[src/rtl/tlul_pkg.sv]
// tlul_pkg: TL-UL opcode constants and A-to-D expected response mapping.
package tlul_pkg;
  localparam logic [2:0] A_PUT_FULL        = 3'd0;
  localparam logic [2:0] A_PUT_PARTIAL     = 3'd1;
  localparam logic [2:0] A_GET             = 3'd4;
  localparam logic [2:0] D_ACCESS_ACK      = 3'd0;
  localparam logic [2:0] D_ACCESS_ACK_DATA = 3'd1;

  typedef struct packed {
    logic       legal;
    logic [2:0] d_op;
  } exp_t;

  function automatic exp_t tl_expected(input logic [2:0] a_op);
    exp_t e;
    e.legal = (a_op == A_GET) || (a_op == A_PUT_FULL) || (a_op == A_PUT_PARTIAL);
    e.d_op  = (a_op == A_GET) ? D_ACCESS_ACK_DATA : D_ACCESS_ACK;
    return e;
  endfunction
endpackage

[src/rtl/tlul_mon_fifo.sv]
// tlul_mon_fifo: per-channel in-order tracker of expected responses.
// Callers never push when full without a pop, nor pop when empty.
module tlul_mon_fifo #(
  parameter int DEPTH = 4,
  parameter int W     = 3,
  parameter int CW    = $clog2(DEPTH) + 1
) (
  input  logic          clk,
  input  logic          reset,
  input  logic          i_push,
  input  logic          i_pop,
  input  logic [W-1:0]  i_data,
  output logic [W-1:0]  o_data,
  output logic          o_full,
  output logic          o_empty,
  output logic [CW-1:0] o_count
);
  localparam int AW = $clog2(DEPTH);

  logic [W-1:0]  r_mem [DEPTH];
  logic [AW-1:0] r_wr;
  logic [AW-1:0] r_rd;
  logic [CW-1:0] r_count;

  always_ff @(posedge clk or negedge reset) begin
    if (!reset) begin
      r_wr    <= '0;
      r_rd    <= '0;
      r_count <= '0;
    end else begin
      if (i_push) r_wr <= r_wr + 1'b1;
      if (i_pop) r_rd <= r_rd + 1'b1;
      r_count <= r_count + CW'(i_push) - CW'(i_pop);
    end
  end

  always_ff @(posedge clk) begin
    if (i_push) r_mem[r_wr] <= i_data;
  end

  assign o_data  = r_mem[r_rd];
  assign o_full  = r_count == CW'(DEPTH);
  assign o_empty = r_count == '0;
  assign o_count = r_count;
endmodule

[src/rtl/tlul_txn_monitor.sv]
// tlul_txn_monitor: per-channel TL-UL A/D protocol checker with statistics.
// Define TLUL_MON_LATENCY_EN to stamp requests and track max latency.
module tlul_txn_monitor
  import tlul_pkg::*;
#(
  parameter int N_CH         = 3,
  parameter int DEPTH        = 4,
  parameter int TIMEOUT      = 1024,
  parameter int OPCODE_WIDTH = 3
) (
  input  logic                                   clk,
  input  logic                                   reset,
  input  logic [N_CH-1:0]                        a_valid,
  input  logic [N_CH-1:0]                        a_ready,
  input  logic [N_CH*OPCODE_WIDTH-1:0]           a_opcode,
  input  logic [N_CH-1:0]                        d_valid,
  input  logic [N_CH-1:0]                        d_ready,
  input  logic [N_CH*OPCODE_WIDTH-1:0]           d_opcode,
  input  logic                                   clear,
  output logic [N_CH-1:0]                        err_overflow,
  output logic [N_CH-1:0]                        err_underflow,
  output logic [N_CH-1:0]                        err_opcode,
  output logic [N_CH-1:0]                        err_timeout,
  output logic                                   any_err,
  output logic [N_CH*($clog2(DEPTH)+1)-1:0]      outstanding,
  output logic [N_CH*32-1:0]                     txn_count,
  output logic [N_CH*16-1:0]                     lat_max
);
  localparam int CW = $clog2(DEPTH) + 1;
  localparam int OW = OPCODE_WIDTH;
`ifdef TLUL_MON_LATENCY_EN
  localparam int FW = OW + 16;
  logic [15:0] r_now;
  always_ff @(posedge clk or negedge reset) begin
    if (!reset) r_now <= '0;
    else r_now <= r_now + 16'd1;
  end
`else
  localparam int FW = OW;
`endif

  for (genvar c = 0; c < N_CH; c++) begin : g_ch
    logic          w_a_fire, w_d_fire, w_push, w_pop, w_full, w_empty, w_legal;
    logic          w_ev_ovf, w_ev_udf, w_ev_opc, w_ev_to;
    logic [OW-1:0] w_a_op, w_d_op;
    logic [FW-1:0] w_din, w_dout;
    exp_t          w_e;
    logic          r_ovf, r_udf, r_opc, r_to_flag;
    logic [31:0]   r_txn;

    assign w_a_op   = a_opcode[c*OW +: OW];
    assign w_d_op   = d_opcode[c*OW +: OW];
    assign w_a_fire = a_valid[c] && a_ready[c];
    assign w_d_fire = d_valid[c] && d_ready[c];
    assign w_e      = tl_expected(w_a_op[2:0]);
    assign w_legal  = w_e.legal && (w_a_op == OW'(w_a_op[2:0]));
    assign w_pop    = w_d_fire && !w_empty;
    // A full tracker still accepts a push when the head leaves in the same cycle
    assign w_push   = w_a_fire && w_legal && (!w_full || w_pop);
    assign w_ev_ovf = w_a_fire && w_legal && w_full && !w_d_fire;
    assign w_ev_udf = w_d_fire && w_empty;
    assign w_ev_opc = (w_a_fire && !w_legal) || (w_pop && (w_d_op != w_dout[OW-1:0]));
`ifdef TLUL_MON_LATENCY_EN
    logic [15:0] w_lat, r_lat;
    assign w_din = {r_now, OW'(w_e.d_op)};
    assign w_lat = r_now - w_dout[FW-1 -: 16];
    always_ff @(posedge clk or negedge reset) begin
      if (!reset) r_lat <= '0;
      else r_lat <= clear ? '0 : (w_pop && w_lat > r_lat) ? w_lat : r_lat;
    end
    assign lat_max[c*16 +: 16] = r_lat;
`else
    assign w_din = OW'(w_e.d_op);
    assign lat_max[c*16 +: 16] = '0;
`endif

    tlul_mon_fifo #(.DEPTH(DEPTH), .W(FW), .CW(CW)) u_fifo (
      .clk     (clk),
      .reset   (reset),
      .i_push  (w_push),
      .i_pop   (w_pop),
      .i_data  (w_din),
      .o_data  (w_dout),
      .o_full  (w_full),
      .o_empty (w_empty),
      .o_count (outstanding[c*CW +: CW])
    );

    if (TIMEOUT > 0) begin : g_to
      localparam int TW = $clog2(TIMEOUT + 1);
      logic [TW-1:0] r_to;
      logic          w_inc;
      assign w_inc   = !w_empty && !w_d_fire && (r_to != TW'(TIMEOUT));
      // Flag fires only on the edge the counter reaches TIMEOUT, so a later clear sticks
      assign w_ev_to = w_inc && (r_to == TW'(TIMEOUT - 1));
      always_ff @(posedge clk or negedge reset) begin
        if (!reset) r_to <= '0;
        else r_to <= (w_empty || w_d_fire) ? '0 : w_inc ? r_to + 1'b1 : r_to;
      end
    end else begin : g_no_to
      assign w_ev_to = 1'b0;
    end

    always_ff @(posedge clk or negedge reset) begin
      if (!reset) begin
        r_ovf     <= 1'b0;
        r_udf     <= 1'b0;
        r_opc     <= 1'b0;
        r_to_flag <= 1'b0;
        r_txn     <= '0;
      end else begin
        r_ovf     <= (r_ovf && !clear) || w_ev_ovf;
        r_udf     <= (r_udf && !clear) || w_ev_udf;
        r_opc     <= (r_opc && !clear) || w_ev_opc;
        r_to_flag <= (r_to_flag && !clear) || w_ev_to;
        r_txn     <= clear ? '0 : r_txn + 32'(w_pop);
      end
    end

    assign err_overflow[c]       = r_ovf;
    assign err_underflow[c]      = r_udf;
    assign err_opcode[c]         = r_opc;
    assign err_timeout[c]        = r_to_flag;
    assign txn_count[c*32 +: 32] = r_txn;
  end

  assign any_err = |{err_overflow, err_underflow, err_opcode, err_timeout};
endmodule

[config.mk]
export PLATFORM = sky130hd
export DESIGN_NAME = tlul_txn_monitor
export DESIGN_NICKNAME = d
export VERILOG_FILES = /design/src/rtl/tlul_pkg.sv /design/src/rtl/tlul_mon_fifo.sv /design/src/rtl/tlul_txn_monitor.sv
export SDC_FILE = /design/constraint.sdc
export NUM_CORES = 1
export LEC_CHECK = 0
export ABC_AREA = 1
export CAP_MARGIN = 20
export CORE_ASPECT_RATIO = 1.75
export CORE_MARGIN = 10
export CORE_UTILIZATION = 57
export CTS_CLUSTER_DIAMETER = 120
export DETAILED_ROUTE_END_ITERATION = 12
export GPL_ROUTABILITY_DRIVEN = 0
export PLACE_DENSITY = 0.86
export SLEW_MARGIN = 10
export SYNTH_ARGS = -nofsm -noshare
export SYNTH_HDL_FRONTEND = slang
export SYNTH_SLANG_ARGS = --single-unit
[constraint.sdc]
create_clock -name clk -period 3.7 [get_ports clk]
set_input_delay 0.555 -clock clk [delete_from_list [all_inputs] [get_ports clk]]
set_output_delay 0.555 -clock clk [all_outputs]
set_load 0.005 [all_outputs]
==> impl_metrics.prom, run 1 <==
# TYPE chip_impl_metric gauge
chip_impl_metric{name="fmaxAchievable",unit="GHz"} 0.3648
chip_impl_info{name="yosysTopAreaCell",value="dfrtp_1"} 1
chip_impl_metric{name="cp_data_arrival_time",unit="ns"} 2.19
chip_impl_metric{name="worst_case_clock_buffer_depth",unit=""} 2
chip_impl_metric{name="wire_per_inst",unit="um"} 15.06
chip_impl_metric{name="grt_pass1_wl",unit="um"} 44590
chip_impl_info{name="hold_class",value="input port to asynchronous set/reset pin"} 1
chip_impl_metric{name="design.die.area",unit="mm2"} 0.02404
chip_impl_metric{name="postCtsSetupRepairBufs",unit=""} 0
chip_impl_metric{name="report.final.hold_viol_count",unit=""} 0
chip_impl_metric{name="number_of_synthesis_warnings",unit=""} 0
chip_impl_metric{name="total_i_o_pin_count",unit=""} 199
chip_impl_metric{name="sum_of_negative_setup_slack",unit="ns"} 0
chip_impl_metric{name="ctsHtreeMaxLevel",unit=""} 4
chip_impl_metric{name="dpl_cell_area",unit="mm2"} 0.01178
chip_impl_info{name="crit_path_start_kind",value="flip-flop"} 1
chip_impl_metric{name="final_layout_size_suffix_gt1_frac",unit=""} 0.04895
chip_impl_metric{name="clock_pin_transition_on_the_worst_setup_and_hold_timing_paths",unit="ns"} 0.07
chip_impl_metric{name="initial_cell_density_of_the_core",unit=""} 0.5750
chip_impl_metric{name="synth.mux.area_fraction",unit=""} 0
chip_impl_metric{name="grt_pass1_vias",unit=""} 9620
chip_impl_metric{name="report.final.slew_viol_count",unit=""} 0
chip_impl_metric{name="synth.cell_area",unit="mm2"} 0.01029
chip_impl_metric{name="layout.cell_area.non_filler",unit="mm2"} 0.01239
chip_impl_metric{name="global_route_usage_sum",unit=""} 0.2271
chip_impl_metric{name="grt_antenna_before_repair",unit=""} 1
chip_impl_metric{name="io_buffers",unit=""} 150
chip_impl_metric{name="grt_max_degree",unit=""} 101
chip_impl_metric{name="num_rows",unit=""} 65
chip_impl_metric{name="setup_viol_count_final",unit=""} 0
chip_impl_metric{name="cts.hold.buffers_added",unit=""} 0
chip_impl_info{name="ys_top_cells_by_area",value="dfrtp_1 39%, nand2_1 14%, nor2_1 10%, inv_1 5.9%, nand3_1 4.6%"} 1
chip_impl_metric{name="drtAntennaViolNets",unit=""} 0
chip_impl_metric{name="layout.core_utilization",unit=""} 0.6927
chip_impl_metric{name="synthesis.area_per_instance",unit="um2"} 7.271
chip_impl_metric{name="route.final.wire_length",unit="um"} 27230
chip_impl_metric{name="chipWidth",unit="um"} 121.6
chip_impl_info{name="timing.critical_path.to_type",value="output port"} 1
chip_impl_metric{name="die_height",unit="um"} 197.7
chip_impl_metric{name="clk_latency",unit="ns"} 0.43
chip_impl_metric{name="p_leak",unit="uW"} 0.005514
chip_impl_metric{name="crit_required",unit="ns"} 3.14
chip_impl_metric{name="timing.final.crit_period",unit="ns"} 2.741
chip_impl_metric{name="synth_simple_gate_area_share",unit=""} 0.3500
chip_impl_metric{name="cts_made_buffers",unit=""} 17
chip_impl_info{name="synth_top_family_by_area",value="simple AND/OR/NAND/NOR gates"} 1
chip_impl_metric{name="synth-seq-cells",unit=""} 174
chip_impl_metric{name="power.ir.vdd_worst",unit="uV"} 378.6
chip_impl_info{name="cts.root.buffer_cell",value="clkbuf_16"} 1
chip_impl_info{name="status",value="completed"} 1
chip_impl_metric{name="synth_compound_gate_area_share",unit=""} 0.04670
chip_impl_metric{name="path_max_fanout",unit=""} 3
chip_impl_metric{name="final.period_utilization",unit=""} 0.7408
chip_impl_metric{name="drv.max_cap_violation_count",unit=""} 0
chip_impl_metric{name="finClkSkew",unit="ns"} 0.01194
chip_impl_metric{name="synth_cell_type_count",unit=""} 31
chip_impl_metric{name="place.detailed.hpwl",unit="um"} 20720
chip_impl_metric{name="power.density_cell_area",unit="mW/mm2"} 428.1
chip_impl_metric{name="synth_sequential_area_ratio",unit=""} 0.4290
chip_impl_info{name="path_class",value="flip-flop to output port"} 1
chip_impl_metric{name="post_synth_xor_xnor_area",unit=""} 0.02213
chip_impl_metric{name="post-route-drc-count",unit=""} 0
chip_impl_info{name="tritoncts",value="yes"} 1
chip_impl_metric{name="cts.repair.resized",unit=""} 0
chip_impl_metric{name="synthDominantCellAreaShare",unit=""} 0.3940
chip_impl_metric{name="critPathMaxStageDelay",unit="ns"} 0.56
chip_impl_metric{name="design.final.nets",unit=""} 1626
chip_impl_metric{name="grt-ovfl-total",unit=""} 0
chip_impl_info{name="grt_setup_unrepaired",value="no"} 1
chip_impl_info{name="crit_chain",value="nor4_1 -> nand3_1 -> clkdlybuf4s50_1"} 1
chip_impl_metric{name="drtIter0Drc",unit=""} 799
chip_impl_metric{name="via_count",unit=""} 9550
chip_impl_metric{name="core_region_area",unit="mm2"} 0.01789
chip_impl_metric{name="post_synth_fa_ha_maj_area_fraction",unit=""} 0.04232
chip_impl_metric{name="vias_per_cell",unit=""} 5.282
chip_impl_metric{name="post_synth_inst_count",unit=""} 1415
chip_impl_metric{name="worst_pin_slew",unit="ns"} 1.003
chip_impl_metric{name="final.fill_count",unit=""} 1500
chip_impl_metric{name="areaGrowthSynthToFinish",unit="%"} 20.45
chip_impl_metric{name="firstDrtPassIters",unit=""} 5
chip_impl_info{name="crit_slowest_cell",value="nor4_1"} 1
chip_impl_metric{name="slew_headroom",unit=""} 0.3305
chip_impl_metric{name="numClockSinks",unit=""} 174
-- registers in the layout (all words and copies together) (netlist names) --
| register | flops |
|---|---|
| g_ch.r_opc | 3 |
| g_ch.r_ovf | 3 |
| g_ch.u_fifo.r_wr | 6 |
| g_ch.g_to.r_to | 33 |
| g_ch.u_fifo.r_rd | 6 |
| g_ch.u_fifo.r_mem | 12 |
| g_ch.r_udf | 3 |
| g_ch.u_fifo.o_count | 9 |
| g_ch.r_txn | 96 |
| g_ch.r_to_flag | 3 |
-- final timing paths --
path	start	end	slack, ns	depth (start not counted)
min in group clk	g_ch[0].u_fifo.r_rd[1]	g_ch[0].u_fifo.r_rd[1]	0.49	1
worst min register to register	g_ch[0].u_fifo.r_rd[1]	g_ch[0].u_fifo.r_rd[1]	0.49	1
max in group asynchronous	reset	g_ch[2].g_to.r_to[7]	2.65	2
worst min-delay path	reset	g_ch[0].r_txn[0]	0.24	1
worst max-delay path	g_ch[0].r_opc	any_err	0.96	3
worst max register to register	g_ch[2].u_fifo.o_count[1]	g_ch[2].u_fifo.o_count[2]	1.35	10
-- critical path: cells and delay by family (launching register included) --
family        cells  cell delay (ns)
simple gates      2             0.75
buf+inv           1             0.51
flops             1             0.49
-- cell usage in the layout (no fill, tap or decap), types with 2 or more instances in the layout --
master | Yosys | layout
clkdlybuf4s50_1 | 0 | 148
a21oi_1 | 47 | 47
inv_2 | 3 | 3
nand3b_1 | 6 | 6
nor3b_1 | 4 | 4
or2_2 | 2 | 2
nand3_1 | 94 | 94
edfxtp_1 | 12 | 12
conb_1 | 1 | 48
xnor2_1 | 15 | 15
xor2_1 | 11 | 11
buf_4 | 61 | 2
nand2_2 | 8 | 8
clkbuf_16 | 0 | 17
ha_1 | 30 | 30
nor3_1 | 21 | 21
a211oi_1 | 2 | 2
inv_1 | 161 | 161
fa_1 | 3 | 3
o21ai_0 | 46 | 46
nand2_4 | 2 | 2
dfrtp_1 | 162 | 162
nor4_1 | 4 | 4
nor2_4 | 14 | 14
nand4_1 | 15 | 15
inv_8 | 0 | 3
nand2_1 | 388 | 388
nor2_1 | 278 | 278
inv_6 | 0 | 7
nor2_2 | 10 | 10
bufinv_16 | 0 | 2
-- cells by family (layout without fill, tap and decap cells) --
logic type,Yosys count,in the layout
simple gates,848,848
fa+ha+maj,33,33
flops,174,174
other cells,1,49
xor+xnor,26,26
buf+inv,238,349
compound gates,95,95
-- synthesized netlist by cell type --
| library cell | n |
|---|---|
| nand2_1 | 388 |
| nor2_1 | 278 |
| dfrtp_1 | 162 |
| inv_1 | 161 |
| nand3_1 | 94 |
| buf_4 | 61 |
| a21oi_1 | 47 |
| o21ai_0 | 46 |
| ha_1 | 30 |
| nor3_1 | 21 |
| nand4_1 | 15 |
| xnor2_1 | 15 |
| nor2_4 | 14 |
| edfxtp_1 | 12 |
| xor2_1 | 11 |
| nor2_2 | 10 |
| clkbuf_1 | 8 |
| nand2_2 | 8 |
| nand3b_1 | 6 |
| nor3b_1 | 4 |
| nor4_1 | 4 |
| buf_2 | 3 |
| fa_1 | 3 |
| inv_2 | 3 |
| a211oi_1 | 2 |
| buf_1 | 2 |
| nand2_4 | 2 |
| or2_2 | 2 |
| and2_1 | 1 |
| conb_1 | 1 |
| nor2_8 | 1 |
-- metal layers --
layer / vias up / routed length, um / GRT usage
met1: 4529 / 9916 / 0.2345
met5: - / 0 / 0
met3: 88 / 1495 / 0.04021
li1: 4601 / - / -
met2: 332 / 14520 / 0.4130
met4: 0 / 1299 / 0.1357
-- final cells by class --
cell class	instances	area, um2	area share
flip-flops and latches	174	4414	0.3562
clock inverters	14	171.4	0.01383
multi-input cells	1050	4925	0.3974
inverters	164	615.6	0.04967
well taps	234	292.8	0.02362
repair buffers	153	1533	0.1237
clock buffers	18	439.2	0.03544
diodes	1	2.502	0.0002019
-- per-stage QoR --
stage | setup slack [ns] | hold WS, ns | power, uW | cells
2_1_floorplan | 1.343 | 0.2594 | 3072 | 1462
3_3_place_gp | 0.7867 | 0.4686 | 3405 | 1775
3_5_place_dp | 0.6728 | 0.4808 | 3482 | 1775
4_1_cts | 0.9366 | 0.2787 | 5353 | 1807
5_1_grt | 0.8607 | 0.3150 | 5612 | 1808
6_report | 0.9590 | 0.2434 | 5306 | 1808
-- report_power, final --
group	internal (uW)	leakage [uW]	switching [uW]
logic	485	0.00291	618
registers	2120	0.00230	215
clock network	1040	0.000299	820
(Power assumes the default switching activity.)
==> run 2: changes to the inputs <==
--- a/config.mk
+++ b/config.mk
@@ -9,11 +9,11 @@
 export CAP_MARGIN = 20
 export CORE_ASPECT_RATIO = 1.75
 export CORE_MARGIN = 10
-export CORE_UTILIZATION = 57
+export CORE_UTILIZATION = 53
 export CTS_CLUSTER_DIAMETER = 120
 export DETAILED_ROUTE_END_ITERATION = 12
 export GPL_ROUTABILITY_DRIVEN = 0
-export PLACE_DENSITY = 0.86
+export PLACE_DENSITY = 0.8
 export SLEW_MARGIN = 10
 export SYNTH_ARGS = -nofsm -noshare
 export SYNTH_HDL_FRONTEND = slang
==> constraint.sdc (replaced) <==
create_clock -name clk -period 2.6 [get_ports clk]
set_input_delay 0.39 -clock clk [delete_from_list [all_inputs] [get_ports clk]]
set_output_delay 0.39 -clock clk [all_outputs]
set_load 0.005 [all_outputs]
==> run 2 against run 1 <==
Sequential share of layout area down 0.054 points. Sequential cell count is the same. Clock power grew 26%. Via count decreased by 1.0%. Count of clock-buffer cells in the layout is 2 higher. Global-route usage decreased by 1.3 points. Critical path depth increased by 8.
==> impl_metrics.prom, run 2 (synthesis gave the netlist of run 1 again) <==
# TYPE chip_impl_metric gauge
chip_impl_metric{name="grt_pass1_vias",unit=""} 9651
chip_impl_metric{name="worst_pin_slew",unit="ns"} 0.6818
chip_impl_metric{name="grt-ovfl-total",unit=""} 0
chip_impl_metric{name="global_route_usage_sum",unit=""} 0.2146
chip_impl_info{name="top_library_cells_by_usage_in_the_layout_fill_and_taps_aside",value="388 x nand2_1, 278 x nor2_1, 162 x dfrtp_1"} 1
chip_impl_metric{name="design.die.area",unit="mm2"} 0.02560
chip_impl_metric{name="final_layout_size_suffix_gt1_frac",unit=""} 0.05123
chip_impl_metric{name="place.detailed.hpwl",unit="um"} 21300
chip_impl_metric{name="route.final.wire_length",unit="um"} 27430
chip_impl_info{name="hold_class",value="input port to flip-flop"} 1
chip_impl_info{name="crit_path_frequent_cell",value="inv_1"} 1
chip_impl_metric{name="worst_case_clock_buffer_depth",unit=""} 2
chip_impl_metric{name="path_max_fanout",unit=""} 4
chip_impl_metric{name="report.final.slew_viol_count",unit=""} 0
chip_impl_metric{name="die_height",unit="um"} 204.3
chip_impl_metric{name="power.share.sequential",unit=""} 0.459
chip_impl_metric{name="cts_made_buffers",unit=""} 17
chip_impl_metric{name="ctsHtreeMaxLevel",unit=""} 4
chip_impl_metric{name="slew_headroom",unit=""} 0.5455
chip_impl_info{name="crit_slowest_cell",value="dfrtp_1"} 1
chip_impl_metric{name="areaGrowthSynthToFinish",unit="%"} 20.64
chip_impl_metric{name="layout.cell_area.non_filler",unit="mm2"} 0.01241
chip_impl_metric{name="power.ir.vdd_worst",unit="uV"} 426.1
chip_impl_metric{name="wire_per_inst",unit="um"} 15.06
chip_impl_metric{name="finClkSkew",unit="ns"} 0.007690
chip_impl_metric{name="power.share.combinational",unit=""} 0.218
chip_impl_info{name="tritoncts",value="yes"} 1
chip_impl_metric{name="dpl_cell_area",unit="mm2"} 0.01187
chip_impl_metric{name="critPathMaxStageDelay",unit="ns"} 0.46
chip_impl_metric{name="timing.final.crit_period",unit="ns"} 2.221
chip_impl_metric{name="grt_max_degree",unit=""} 63
chip_impl_metric{name="setup_viol_count_final",unit=""} 0
chip_impl_metric{name="worstPathBufferInverterCount",unit=""} 3
chip_impl_metric{name="core_region_area",unit="mm2"} 0.01911
chip_impl_metric{name="grt_antenna_before_repair",unit=""} 0
chip_impl_metric{name="vias_per_cell",unit=""} 5.187
chip_impl_metric{name="crit_required",unit="ns"} 2.96
chip_impl_info{name="layout_commonest_cell",value="nand2_1"} 1
chip_impl_info{name="reg.largest.list",value="g_ch.r_txn (96), g_ch.g_to.r_to (33), g_ch.u_fifo.r_mem (12)"} 1
chip_impl_metric{name="num_rows",unit=""} 67
chip_impl_metric{name="drtAntennaViolNets",unit=""} 0
chip_impl_info{name="timing.critical_path.to_type",value="flip-flop"} 1
chip_impl_metric{name="cts.repair.resized",unit=""} 0
chip_impl_metric{name="p_leak",unit="uW"} 0.005516
chip_impl_metric{name="antenna-diode-count",unit=""} 0
chip_impl_metric{name="drtIter0Drc",unit=""} 649
chip_impl_info{name="largest-register",value="g_ch.r_txn"} 1
chip_impl_info{name="critical_path.top_delay_family",value="adder cells"} 1
chip_impl_metric{name="design.final.nets",unit=""} 1634
chip_impl_metric{name="firstDrtPassIters",unit=""} 7
chip_impl_metric{name="initial_cell_density_of_the_core",unit=""} 0.5383
chip_impl_info{name="status",value="completed"} 1
chip_impl_metric{name="sum_of_negative_setup_slack",unit="ns"} 0
chip_impl_metric{name="final.period_utilization",unit=""} 0.8541
chip_impl_metric{name="clock_pin_transition_on_the_worst_setup_and_hold_timing_paths",unit="ns"} 0.06
chip_impl_metric{name="power_frac_clock",unit=""} 0.323
chip_impl_metric{name="chipWidth",unit="um"} 125.3
chip_impl_metric{name="post-route-drc-count",unit=""} 0
chip_impl_metric{name="place_ws",unit="ns"} 0.05922
chip_impl_metric{name="power.switching",unit="uW"} 2283
chip_impl_metric{name="total_i_o_pin_count",unit=""} 199
chip_impl_info{name="cts.root.buffer_cell",value="clkbuf_16"} 1
chip_impl_metric{name="grt_pass1_wl",unit="um"} 45480
chip_impl_metric{name="final-instance-count-excl-fill",unit=""} 1822
chip_impl_metric{name="power.density_cell_area",unit="mW/mm2"} 585.1
chip_impl_metric{name="report.final.hold_viol_count",unit=""} 0
chip_impl_metric{name="io_buffers",unit=""} 150
chip_impl_metric{name="cp_data_arrival_time",unit="ns"} 2.58
chip_impl_metric{name="max_ffs_per_register",unit=""} 96
chip_impl_metric{name="via_count",unit=""} 9451
chip_impl_info{name="crit_chain",value="nor2_1 -> nand2_1 -> nand2_1 -> inv_1 -> ha_1 -> inv_1 -> ha_1 -> inv_1 -> fa_1 -> xnor2_1 -> xor2_1"} 1
chip_impl_metric{name="sw_frac_of_total",unit=""} 0.3144
chip_impl_metric{name="drv.max_cap_violation_count",unit=""} 0
chip_impl_metric{name="clk_latency",unit="ns"} 0.43
chip_impl_metric{name="numClockSinks",unit=""} 174
chip_impl_metric{name="place_inst",unit=""} 1789
chip_impl_info{name="path_class",value="flip-flop to flip-flop"} 1
chip_impl_info{name="crit_path_start_kind",value="flip-flop"} 1
chip_impl_info{name="grt_setup_unrepaired",value="no"} 1
chip_impl_metric{name="fmaxAchievable",unit="GHz"} 0.4503
chip_impl_metric{name="final_power",unit="uW"} 7263
chip_impl_metric{name="setup_ws",unit="ns"} 0.3792
chip_impl_metric{name="p_int",unit="uW"} 4979
==> run 2: final timing paths <==
kind | start | end | slack, ns | cells after the start
worst min register to register | g_ch[1].u_fifo.r_rd[1] | g_ch[1].u_fifo.r_rd[1] | 0.49 | 1
worst max-delay path | g_ch[2].u_fifo.o_count[1] | g_ch[2].u_fifo.o_count[2] | 0.38 | 11
worst max register to register | g_ch[2].u_fifo.o_count[1] | g_ch[2].u_fifo.o_count[2] | 0.38 | 11
max in group asynchronous | reset | g_ch[1].r_txn[10] | 1.36 | 3
min in group asynchronous | reset | g_ch[0].u_fifo.r_wr[0] | 0.51 | 2
worst min-delay path | clear | g_ch[1].r_txn[16] | 0.41 | 4
==> run 2: layout make-up <==
cell class	count	area, um2
clock inverter	12	88.84
sequential	174	4414
fill	1674	6701
tap	241	301.5
inverter	164	615.6
clock buffer	20	446.7
timing repair buffer	161	1620
multi-input combinational	1050	4925
==> run 2: stage by stage <==
stage / utilization / hold slack [ns]
finish: 0.6494 / 0.4088
global placement: 0.6208 / 0.4170
global route: 0.6494 / 0.4183
floorplan: - / 0.09441
detailed placement: 0.6208 / 0.4201
CTS: 0.6494 / 0.3866
==> run 2: repair_timing <==
action	CTS	global route
buffers inserted	0	0
hold endpoints to repair	60	0
hold buffers	1	0
==> run 2: worst min-delay path, delay by kind of cell <==
kind,cells,cell delay [ns]
buffers and inverters,2,0.26
and+or+nand+nor,2,0.15
==> run 2: power groups by stage <==
stage | clock [uW] | sequential (uW) | combinational, uW
global route | 2500 | 3370 | 1860
detailed placement | 0 | 3370 | 1590
CTS | 2390 | 3330 | 1600
global placement | 0 | 3370 | 1510
finish | 2340 | 3340 | 1580
floorplan | 0 | 3310 | 1070
==> run 2: per-layer routing <==
layer  routed length, um  track usage  up-vias  share of wire
met1               10070       0.2153     4462           0.37
met5                   0            0        -              0
li1                    -            -     4605              -
met3                1646      0.05765       82          0.060
met4                1003       0.1040        0          0.037
met2               14710       0.3983      302           0.54
==> run 3: changes to the inputs <==
--- a/config.mk
+++ b/config.mk
@@ -8,7 +8,7 @@
 export ABC_AREA = 1
 export CAP_MARGIN = 20
 export CORE_ASPECT_RATIO = 1.75
-export CORE_MARGIN = 10
+export CORE_MARGIN = 8
 export CORE_UTILIZATION = 53
 export CTS_CLUSTER_DIAMETER = 120
 export DETAILED_ROUTE_END_ITERATION = 12
==> run 3 against run 2 <==
First-iteration DRC count is 6.2% higher. Die area is 5.1% lower. Hold slack better by 0.021 ns. Core utilization is 0.53 points higher. Clock power is 18% higher. Sequential share of layout area is 0.29 points lower. Non-clock buffer count is 2 higher. Count of clock-buffer cells in the layout is 3 lower. Critical endpoint is now any_err. Largest power group unchanged.
==> impl_metrics.prom, run 3 (synthesis gave the netlist of run 1 again) <==
# TYPE chip_impl_metric gauge
chip_impl_metric{name="via_count",unit=""} 9446
chip_impl_metric{name="core_region_area",unit="mm2"} 0.01911
chip_impl_metric{name="drtIter0Drc",unit=""} 689
chip_impl_metric{name="design.final.nets",unit=""} 1636
chip_impl_metric{name="route.final.wire_length",unit="um"} 26900
chip_impl_metric{name="dpl_cell_area",unit="mm2"} 0.01187
chip_impl_metric{name="clk_latency",unit="ns"} 0.43
chip_impl_metric{name="die_height",unit="um"} 200.3
chip_impl_info{name="reg.largest.list",value="g_ch.r_txn (96), g_ch.g_to.r_to (33), g_ch.u_fifo.r_mem (12)"} 1
chip_impl_metric{name="drv.max_cap_violation_count",unit=""} 0
chip_impl_metric{name="io_buffers",unit=""} 150
chip_impl_metric{name="total_i_o_pin_count",unit=""} 199
chip_impl_metric{name="wire_per_inst",unit="um"} 14.75
chip_impl_info{name="hold_class",value="input port to flip-flop"} 1
chip_impl_info{name="crit_path_start_kind",value="flip-flop"} 1
chip_impl_metric{name="initial_cell_density_of_the_core",unit=""} 0.5383
chip_impl_metric{name="grt-ovfl-total",unit=""} 0
chip_impl_metric{name="worst_case_clock_buffer_depth",unit=""} 2
chip_impl_metric{name="finClkSkew",unit="ns"} 0.006525
chip_impl_info{name="layout_commonest_cell",value="nand2_1"} 1
chip_impl_metric{name="areaGrowthSynthToFinish",unit="%"} 21.62
chip_impl_metric{name="max_ffs_per_register",unit=""} 96
chip_impl_info{name="tritoncts",value="yes"} 1
chip_impl_metric{name="post-route-drc-count",unit=""} 0
chip_impl_metric{name="drtAntennaViolNets",unit=""} 0
chip_impl_metric{name="final-instance-count-excl-fill",unit=""} 1824
chip_impl_metric{name="cp_data_arrival_time",unit="ns"} 1.88
chip_impl_metric{name="power.density_cell_area",unit="mW/mm2"} 612.5
chip_impl_metric{name="design.die.area",unit="mm2"} 0.02430
chip_impl_metric{name="fmaxAchievable",unit="GHz"} 0.4411
chip_impl_metric{name="place.detailed.hpwl",unit="um"} 20570
chip_impl_metric{name="cts.repair.resized",unit=""} 0
chip_impl_metric{name="vias_per_cell",unit=""} 5.179
chip_impl_info{name="largest-register",value="g_ch.r_txn"} 1
chip_impl_metric{name="antenna-diode-count",unit=""} 0
chip_impl_metric{name="chipWidth",unit="um"} 121.3
chip_impl_metric{name="report.final.hold_viol_count",unit=""} 0
chip_impl_metric{name="worst_pin_slew",unit="ns"} 0.6582
chip_impl_metric{name="setup_viol_count_final",unit=""} 0
chip_impl_info{name="top_library_cells_by_usage_in_the_layout_fill_and_taps_aside",value="388 x nand2_1, 278 x nor2_1, 162 x dfrtp_1"} 1
chip_impl_metric{name="power.ir.vdd_worst",unit="uV"} 847.8
chip_impl_metric{name="place_inst",unit=""} 1791
chip_impl_metric{name="global_route_usage_sum",unit=""} 0.2264
chip_impl_metric{name="slew_headroom",unit=""} 0.5612
chip_impl_metric{name="final.period_utilization",unit=""} 0.8720
chip_impl_metric{name="cts_made_buffers",unit=""} 17
chip_impl_metric{name="p_leak",unit="uW"} 0.005575
chip_impl_metric{name="clock_pin_transition_on_the_worst_setup_and_hold_timing_paths",unit="ns"} 0.07
chip_impl_metric{name="grt_max_degree",unit=""} 67
chip_impl_metric{name="report.final.slew_viol_count",unit=""} 0
chip_impl_metric{name="numClockSinks",unit=""} 174
chip_impl_metric{name="path_max_fanout",unit=""} 3
chip_impl_info{name="timing.critical_path.to_type",value="output port"} 1
chip_impl_metric{name="ctsHtreeMaxLevel",unit=""} 4
chip_impl_metric{name="final_layout_size_suffix_gt1_frac",unit=""} 0.05370
chip_impl_metric{name="firstDrtPassIters",unit=""} 6
chip_impl_metric{name="crit_required",unit="ns"} 2.21
chip_impl_info{name="status",value="completed"} 1
chip_impl_metric{name="layout.cell_area.non_filler",unit="mm2"} 0.01251
chip_impl_info{name="grt_setup_unrepaired",value="no"} 1
chip_impl_info{name="path_class",value="flip-flop to output port"} 1
chip_impl_metric{name="num_rows",unit=""} 67
chip_impl_metric{name="grt_antenna_before_repair",unit=""} 0
chip_impl_metric{name="grt_pass1_wl",unit="um"} 44580
chip_impl_metric{name="grt_pass1_vias",unit=""} 9625
chip_impl_info{name="cts.root.buffer_cell",value="clkbuf_16"} 1
chip_impl_metric{name="timing.final.crit_period",unit="ns"} 2.267
chip_impl_metric{name="final_power",unit="uW"} 7665
## run 3: critical path, stage by stage, from the launching register on
cell and delay [ns]:
dfrtp_1 0.42, nor4_1 0.43, nand3_1 0.13, clkdlybuf4s50_1 0.46
## run 3: where the power goes
group          switching (uW)  internal (uW)  leakage (uW)
Sequential                298           3020       0.00230
Combinational             878            705       0.00296
Clock                    1130           1630      0.000308
Total                    2310           5360       0.00557
## run 3: final timing paths
check,slack [ns],start,to,depth (start not counted)
max,0.33,g_ch[1].r_ovf,any_err,3
min,0.43,clear,g_ch[1].r_txn[17],4
max reg2reg,0.44,g_ch[2].u_fifo.o_count[1],g_ch[2].u_fifo.o_count[2],11
min reg2reg,0.49,g_ch[1].u_fifo.r_rd[1],g_ch[1].u_fifo.r_rd[1],1
max in group asynchronous,1.29,reset,g_ch[1].r_txn[27],3
min in group asynchronous,0.54,reset,g_ch[0].u_fifo.r_wr[0],2
## run 3: final cells by class
| class | count | area [um2] |
|---|---|---|
| clock buffers | 17 | 425.4 |
| clock inverters | 15 | 209.0 |
| fillers | 1661 | 6600 |
| inverters | 164 | 615.6 |
| multi-input cells | 1050 | 4925 |
| flip-flops and latches | 174 | 4414 |
| well taps | 241 | 301.5 |
| repair buffers | 163 | 1623 |
## run 3: metrics by stage
stage | hold WS (ns) | worst slack [ns] | setup TNS [ns] | utilization
4_1_cts | 0.4185 | 0.2538 | 0 | 0.6547
6_report | 0.4303 | 0.3329 | 0 | 0.6547
3_5_place_dp | 0.4330 | -0.0001299 | -0.0001299 | 0.6210
2_1_floorplan | 0.09441 | 0.4077 | 0 | -
3_3_place_gp | 0.4333 | 0.03165 | 0 | 0.6210
5_1_grt | 0.4529 | 0.1653 | 0 | 0.6547
## run 3: what timing repair did
action	4_1_cts	5_1_grt
endpoints found under the hold margin	62	0
hold buffers	1	0
setup buffers	0	0
## run 3: layer usage
metal,vias up,part of all wire,GRT usage
met2,332,0.53,0.4185
li1,4628,-,-
met1,4395,0.36,0.2295
met4,0,0.045,0.1187
met3,91,0.062,0.04534
met5,-,0,0
